$ cat config.mk
export PLATFORM = sky130hd
export DESIGN_NAME = register_pipe
export DESIGN_NICKNAME = d
export VERILOG_FILES = /design/src/rtl/register_pipe.sv
export SDC_FILE = /design/constraint.sdc
export NUM_CORES = 1
export LEC_CHECK = 0
export CAP_MARGIN = 30
export CORE_MARGIN = 2
export CORE_UTILIZATION = 35
export CTS_BUF_LIST = sky130_fd_sc_hd__clkbuf_4 sky130_fd_sc_hd__clkbuf_8
export DETAILED_ROUTE_END_ITERATION = 8
export MAX_ROUTING_LAYER = met4
export PLACE_DENSITY_LB_ADDON = 0.25
export SYNTH_ARGS = -nofsm -noshare
export SYNTH_HDL_FRONTEND = slang
export SYNTH_SLANG_ARGS = --single-unit
$ cat constraint.sdc
create_clock -name clk -period 4.4 [get_ports clk]
set_input_delay 0.88 -clock clk [delete_from_list [all_inputs] [get_ports clk]]
set_output_delay 0.88 -clock clk [all_outputs]
set_load 0.05 [all_outputs]
$ cat src/rtl/register_pipe.sv
// register_pipe: WIDTH-bit, DEPTH-stage pipeline register chain with a
// valid/ready handshake on both sides.
//
// Every stage advances on its own. A word moves forward whenever the stage
// ahead is empty or is emptying on the same edge. Bubbles therefore collapse,
// and the chain holds up to DEPTH words while the consumer stalls.
//
// Ports
//   clk        clock; all state changes on the rising edge
//   rst        synchronous reset, active-high; clears valids, data <= RESET_VAL
//   flush      synchronous clear of all in-flight words; data registers kept
//   in_valid   producer has a word on in_data
//   in_ready   pipe accepts a word this cycle (low while flush or rst)
//   in_data    producer word
//   out_valid  last stage holds a valid word
//   out_ready  consumer takes out_data this cycle
//   out_data   data register of the last stage
//   occupancy  registered count of valid stages
module register_pipe #(
  parameter int                WIDTH     = 8,
  parameter int                DEPTH     = 4,
  parameter logic [WIDTH-1:0]  RESET_VAL = '0,
  localparam int               OCC_W     = $clog2(DEPTH + 1)
) (
  input  logic             clk,
  input  logic             rst,
  input  logic             flush,
  input  logic             in_valid,
  output logic             in_ready,
  input  logic [WIDTH-1:0] in_data,
  output logic             out_valid,
  input  logic             out_ready,
  output logic [WIDTH-1:0] out_data,
  output logic [OCC_W-1:0] occupancy
);

  logic [DEPTH-1:0] valid_q;
  logic [DEPTH-1:0] valid_d;
  logic [DEPTH-1:0] enter;
  logic [DEPTH-1:0] leave;
  logic [WIDTH-1:0] data_q [DEPTH];
  logic [OCC_W-1:0] occ_q;
  logic [OCC_W-1:0] occ_d;

  always_comb begin
    // Readiness chain: rdy[i] means stage i can take a word this edge.
    // rdy[DEPTH] stands for the consumer, which keeps the chain uniform.
    // Kept local so the chain is evaluated as ordered statements.
    logic [DEPTH:0] rdy;
    rdy        = '0;
    rdy[DEPTH] = out_ready;
    for (int i = DEPTH - 1; i >= 0; i--) begin
      rdy[i] = !valid_q[i] | rdy[i+1];
    end

    in_ready = rdy[0] & !flush & !rst;

    leave = '0;
    for (int i = 0; i < DEPTH; i++) begin
      leave[i] = valid_q[i] & rdy[i+1];
    end

    enter    = '0;
    enter[0] = in_valid & in_ready;
    for (int i = 1; i < DEPTH; i++) begin
      enter[i] = leave[i-1];
    end

    // A stage that is refilled on the same edge it drains stays valid.
    valid_d = (valid_q & ~leave) | enter;

    occ_d = '0;
    for (int i = 0; i < DEPTH; i++) begin
      occ_d = occ_d + OCC_W'(valid_d[i]);
    end
  end

  always_ff @(posedge clk) begin
    if (rst) begin
      valid_q <= '0;
      occ_q   <= '0;
      for (int i = 0; i < DEPTH; i++) begin
        data_q[i] <= RESET_VAL;
      end
    end else if (flush) begin
      // Data registers are left alone. out_data keeps showing the last word.
      valid_q <= '0;
      occ_q   <= '0;
    end else begin
      valid_q <= valid_d;
      occ_q   <= occ_d;
      if (enter[0]) begin
        data_q[0] <= in_data;
      end
      for (int i = 1; i < DEPTH; i++) begin
        if (enter[i]) begin
          data_q[i] <= data_q[i-1];
        end
      end
    end
  end

  assign out_valid = valid_q[DEPTH-1];
  assign out_data  = data_q[DEPTH-1];
  assign occupancy = occ_q;

endmodule

Word-level counts from Yosys, hierarchy flattened:

Memories as Yosys holds them, arrays and structs flattened.
Cells that the tools add are included.

* bits in writable memories: 32
* word-level logic and storage cells: 53
* memories kept: 1
* register bits after elaboration: 7
* output and inout port bits: 13
* input port bits: 13

Memory list
* data_q: depth 4, width 8, rd ports 4, clocked after Yosys merged registers in 0, write ports 4, line 41 `logic [WIDTH-1:0] data_q [DEPTH];`

* bitwise operators: 18
* reduce and logical (&&, ||, !) cells: 7
* mux-type cells: 22
* $add $sub $neg: 3

Operators with widths (count)
* 8-bit two-way mux: 4
* 1-bit two-way mux: 18
* 1-bit bitwise OR: 8
* 1-bit bitwise AND: 7
* 1-bit zero test: 6
* 4-bit bitwise AND: 1
* 4-bit inverter: 1
* 4-bit bitwise OR: 1
* 2-bit by 1-bit adder with 3-bit output: 1
* 3-bit by 1-bit adder with 3-bit output: 1
* 1-bit by 1-bit adder with 2-bit output: 1
* 2-bit OR reduction: 1

Logic depth before layout (Yosys ltp):

* depth in word-level cells: 13
* mapped depth: 8
* mapped depth without buffers: 7

Worst setup path after synthesis:

Ideal clock, no wire load.

* path kind: in2out
* start point: in flush
* end point: out in_ready
* cell stages on the path: 3
* data required time: 3.520 ns
* data arrival time: 2.094 ns
* path buffers: 1
* path slack: 1.426 ns
* path through: or2_2 > buf_2 > a21oi_1

* cells in the longest elaborated chain, start to end: 3

Ends and longest elaborated chain
* start: declaration: line 27 `input logic flush,`
* 1-bit zero test: line 56 `in_ready = rdy[0] & !flush & !rst;`
* 1-bit bitwise AND (2 in a row): line 56
* end: declaration: line 29 `output logic in_ready,`

No other way between the ends.

Worst setup path after layout:

* start point: in out_ready
* end point: out in_ready

* cells in the longest elaborated chain, start to end: 6

Ends and longest elaborated chain
* start: declaration: line 32 `input logic out_ready,`
* 1-bit bitwise OR (4 in a row): line 53 `rdy[i] = !valid_q[i] | rdy[i+1];`
* 1-bit bitwise AND (2 in a row): line 56

No other way between the ends.

==> results.toml <==
[global_routing]
gr-total-overflow = 0
grt_pass1_wl_mm = 4.73
antenna_found_initial = 0
grt_pass1_vias = 1032
grt_max_degree = 23
grt_usage = 0.118

[synth]
synth-seq-area-share = 0.621
synth_seq_cells = 39
ys_warn_count = 0
synth_area_per_cell_um2 = 13.2
netlist_instances = 134
netlist_area_um2 = 1770
syn_nets = 150
yosysUniqueCellTypes = 31

[floorplanning]
die_h_um = 75.1
pin_count = 26
dieWidth_um = 75.1
initial_utilization = 0.368
num_rows = 25
die-area_um2 = 5650
core-area_um2 = 4820

[timing]
clock_skew_ns = 0.00496
finalCritPeriodShare = 0.827
worst_slack_ns = 0.761
hold_violations = 0
rsz0062_at_grt = "no"
holdWs_ns = 0.587
fin_tns_setup_ns = 0
clock.fmax_mhz = 275
worst_slew_pin_slew_ns = 0.808
period_minus_slack_ns = 3.64
setup_violations = 0
relSlewSlack = 0.459
slew_viol_final = 0

[power]
p_per_area_nw_per_um2 = 355
peakVddDrop_uv = 148
leakage_uw = 0.000772

[placed_design]
dp_cells = 215
gp_congestion = 0.697
dp_slack_ns = 0.753
port_buffers = 25
hpwlAfterDp_mm = 2.00

[routing]
routedWlPerCell_um = 12.3
drc = 0
drtPass1Iterations = 4
routed_wl_mm = 2.75
via_per_inst = 4.82
detailedRoute.firstIterationViolations = 60
ant_nets = 0
vias = 1075

[clock_tree]
cts.hold.buffers_added = 0
root_buffer = "clkbuf_8"
cts.path.max_buffers = 2
cts_resized = 0
numCtsBuffers = 5
cts-htree-levels = 2
cts_setup_buffers = 0
clk_pin_slew_ns = 0.08
cts_num_sinks = 39
cts_tree = "done"
clk_latency_ns = 0.29

[worst_setup_path]
cp.arrival_ns = 2.76
critPathCaptureType = "output pin"
cp_max_fo = 22
required_ns = 3.52
r2r_cells = 7
crit_path_start_kind = "input port"
critPathKind = "in2out"

[cells_and_area]
fin_nets = 171
fin_cells = 223
antenna_cells = 0
final_util = 0.449
drive_gt1_frac = 0.147
area_growth_syn_to_layout_pct = 22.0

[job]
cap_violations = 0

[status]
status = "finished, final reports clean"

[min_path]
holdPathStages = 1
hold_class = "reg2reg"
## cells in the mapped netlist, drive strengths merged
| cell | instances | area (um^2) |
|---|---|---|
| o21a | 3 | 22.5 |
| fa | 1 | 20.0 |
| a2bb2oi | 1 | 8.76 |
| nor2b | 2 | 12.5 |
| o21bai | 2 | 15.0 |
| a21boi | 1 | 7.51 |
| a31o | 1 | 8.76 |
| clkbuf | 6 | 22.5 |
| a211oi | 8 | 100 |
| edfxtp | 32 | 961 |
| nand2b | 3 | 18.8 |
| and4b | 1 | 13.8 |
| inv | 12 | 45.0 |
| nor2 | 3 | 11.3 |
| nand2 | 9 | 33.8 |
| dfxtp | 7 | 140 |
| and4 | 8 | 70.1 |
| and2b | 1 | 7.51 |
| nor3 | 8 | 40.0 |
| nor4b | 8 | 76.3 |
| ha | 2 | 25.0 |
| or3b | 1 | 8.76 |
| and3b | 1 | 8.76 |
| o41ai | 1 | 16.3 |
| a21oi | 1 | 5.00 |
| or2 | 2 | 12.5 |
| and2 | 3 | 18.8 |
| buf | 6 | 41.3 |
## path summary, 6_finish.rpt
| path | from | end | slack, ns |
|---|---|---|---|
| worst max-delay path | out_ready | in_ready | 0.76 |
| worst min-delay path | data_q[2][6] | data_q[3][6] | 0.59 |
| worst max register to register | valid_q[1] | occupancy[1] | 1.80 |
| worst min register to register | data_q[2][6] | data_q[3][6] | 0.59 |
## per-layer routing
metal  GRT usage  part of all wire  vias up
li1            -                 -      532
met4      0.0409             0.016        0
met2       0.210              0.54       28
met3      0.0482             0.056        6
met5           -                 0        -
met1       0.116              0.39      509
## state kept, by name, indices dropped and copies added (netlist names)
signal     cells
data_q        32
valid_q        4
occupancy      3
## layout make-up
type | instances | area, um^2
flip-flops and latches | 39 | 1100
multi-input cells | 71 | 562
clock buffers | 5 | 68.8
fillers | 482 | 2660
repair buffers | 26 | 258
well taps | 67 | 83.8
inverters | 12 | 45.0
clock inverters | 3 | 43.8
## logic make-up after synthesis
kind of cell,synth area share
compound gates,0.104
fa+ha+maj,0.0254
buf+inv,0.0614
flops,0.621
simple gates,0.188
## critical path, cell delays in order
cell             delay (ns)
clkdlybuf4s50_1        0.46
and4b_4                0.57
a21oi_1                0.12
clkdlybuf4s50_1        0.73
## report_power, final
group          switching (uW)  total [uW]  leakage, uW  internal [uW]
registers                5.52         419     0.000392            413
logic                    30.8        54.7     0.000322           23.9
clock network             126         295    0.0000581            169
total                     163         768     0.000772            606
## through the flow
stage | total power, uW | area, um^2
after floorplan | 460 | 1770
after global placement | 481 | 2050
after detailed placement | 483 | 2050
after CTS | 777 | 2160
after global routing | 802 | 2160
final | 768 | 2160
## layout by cell type (no fill, tap or decap)
master / n
edfxtp_1: 32
clkdlybuf4s50_1: 25
inv_1: 12
nand2_1: 9
and4_1: 8
nor3_1: 8
a211oi_2: 8
nor4b_1: 7
dfxtp_1: 7
clkbuf_8: 5
nor2_1: 3
nand2b_1: 3
and2_1: 3
o21a_1: 3
nor2b_1: 2
or2_2: 2
o21bai_1: 2
ha_1: 2
and4b_4: 1
or3b_1: 1
a21boi_0: 1
and3b_1: 1
and2b_1: 1
a2bb2oi_1: 1
a21oi_1: 1
a31o_2: 1
nor4b_2: 1
o41ai_2: 1
fa_1: 1
bufinv_16: 1
clkinv_4: 1
clkinv_2: 1
buf_4: 1
No activity file was read; power rests on OpenSTA's default activity.
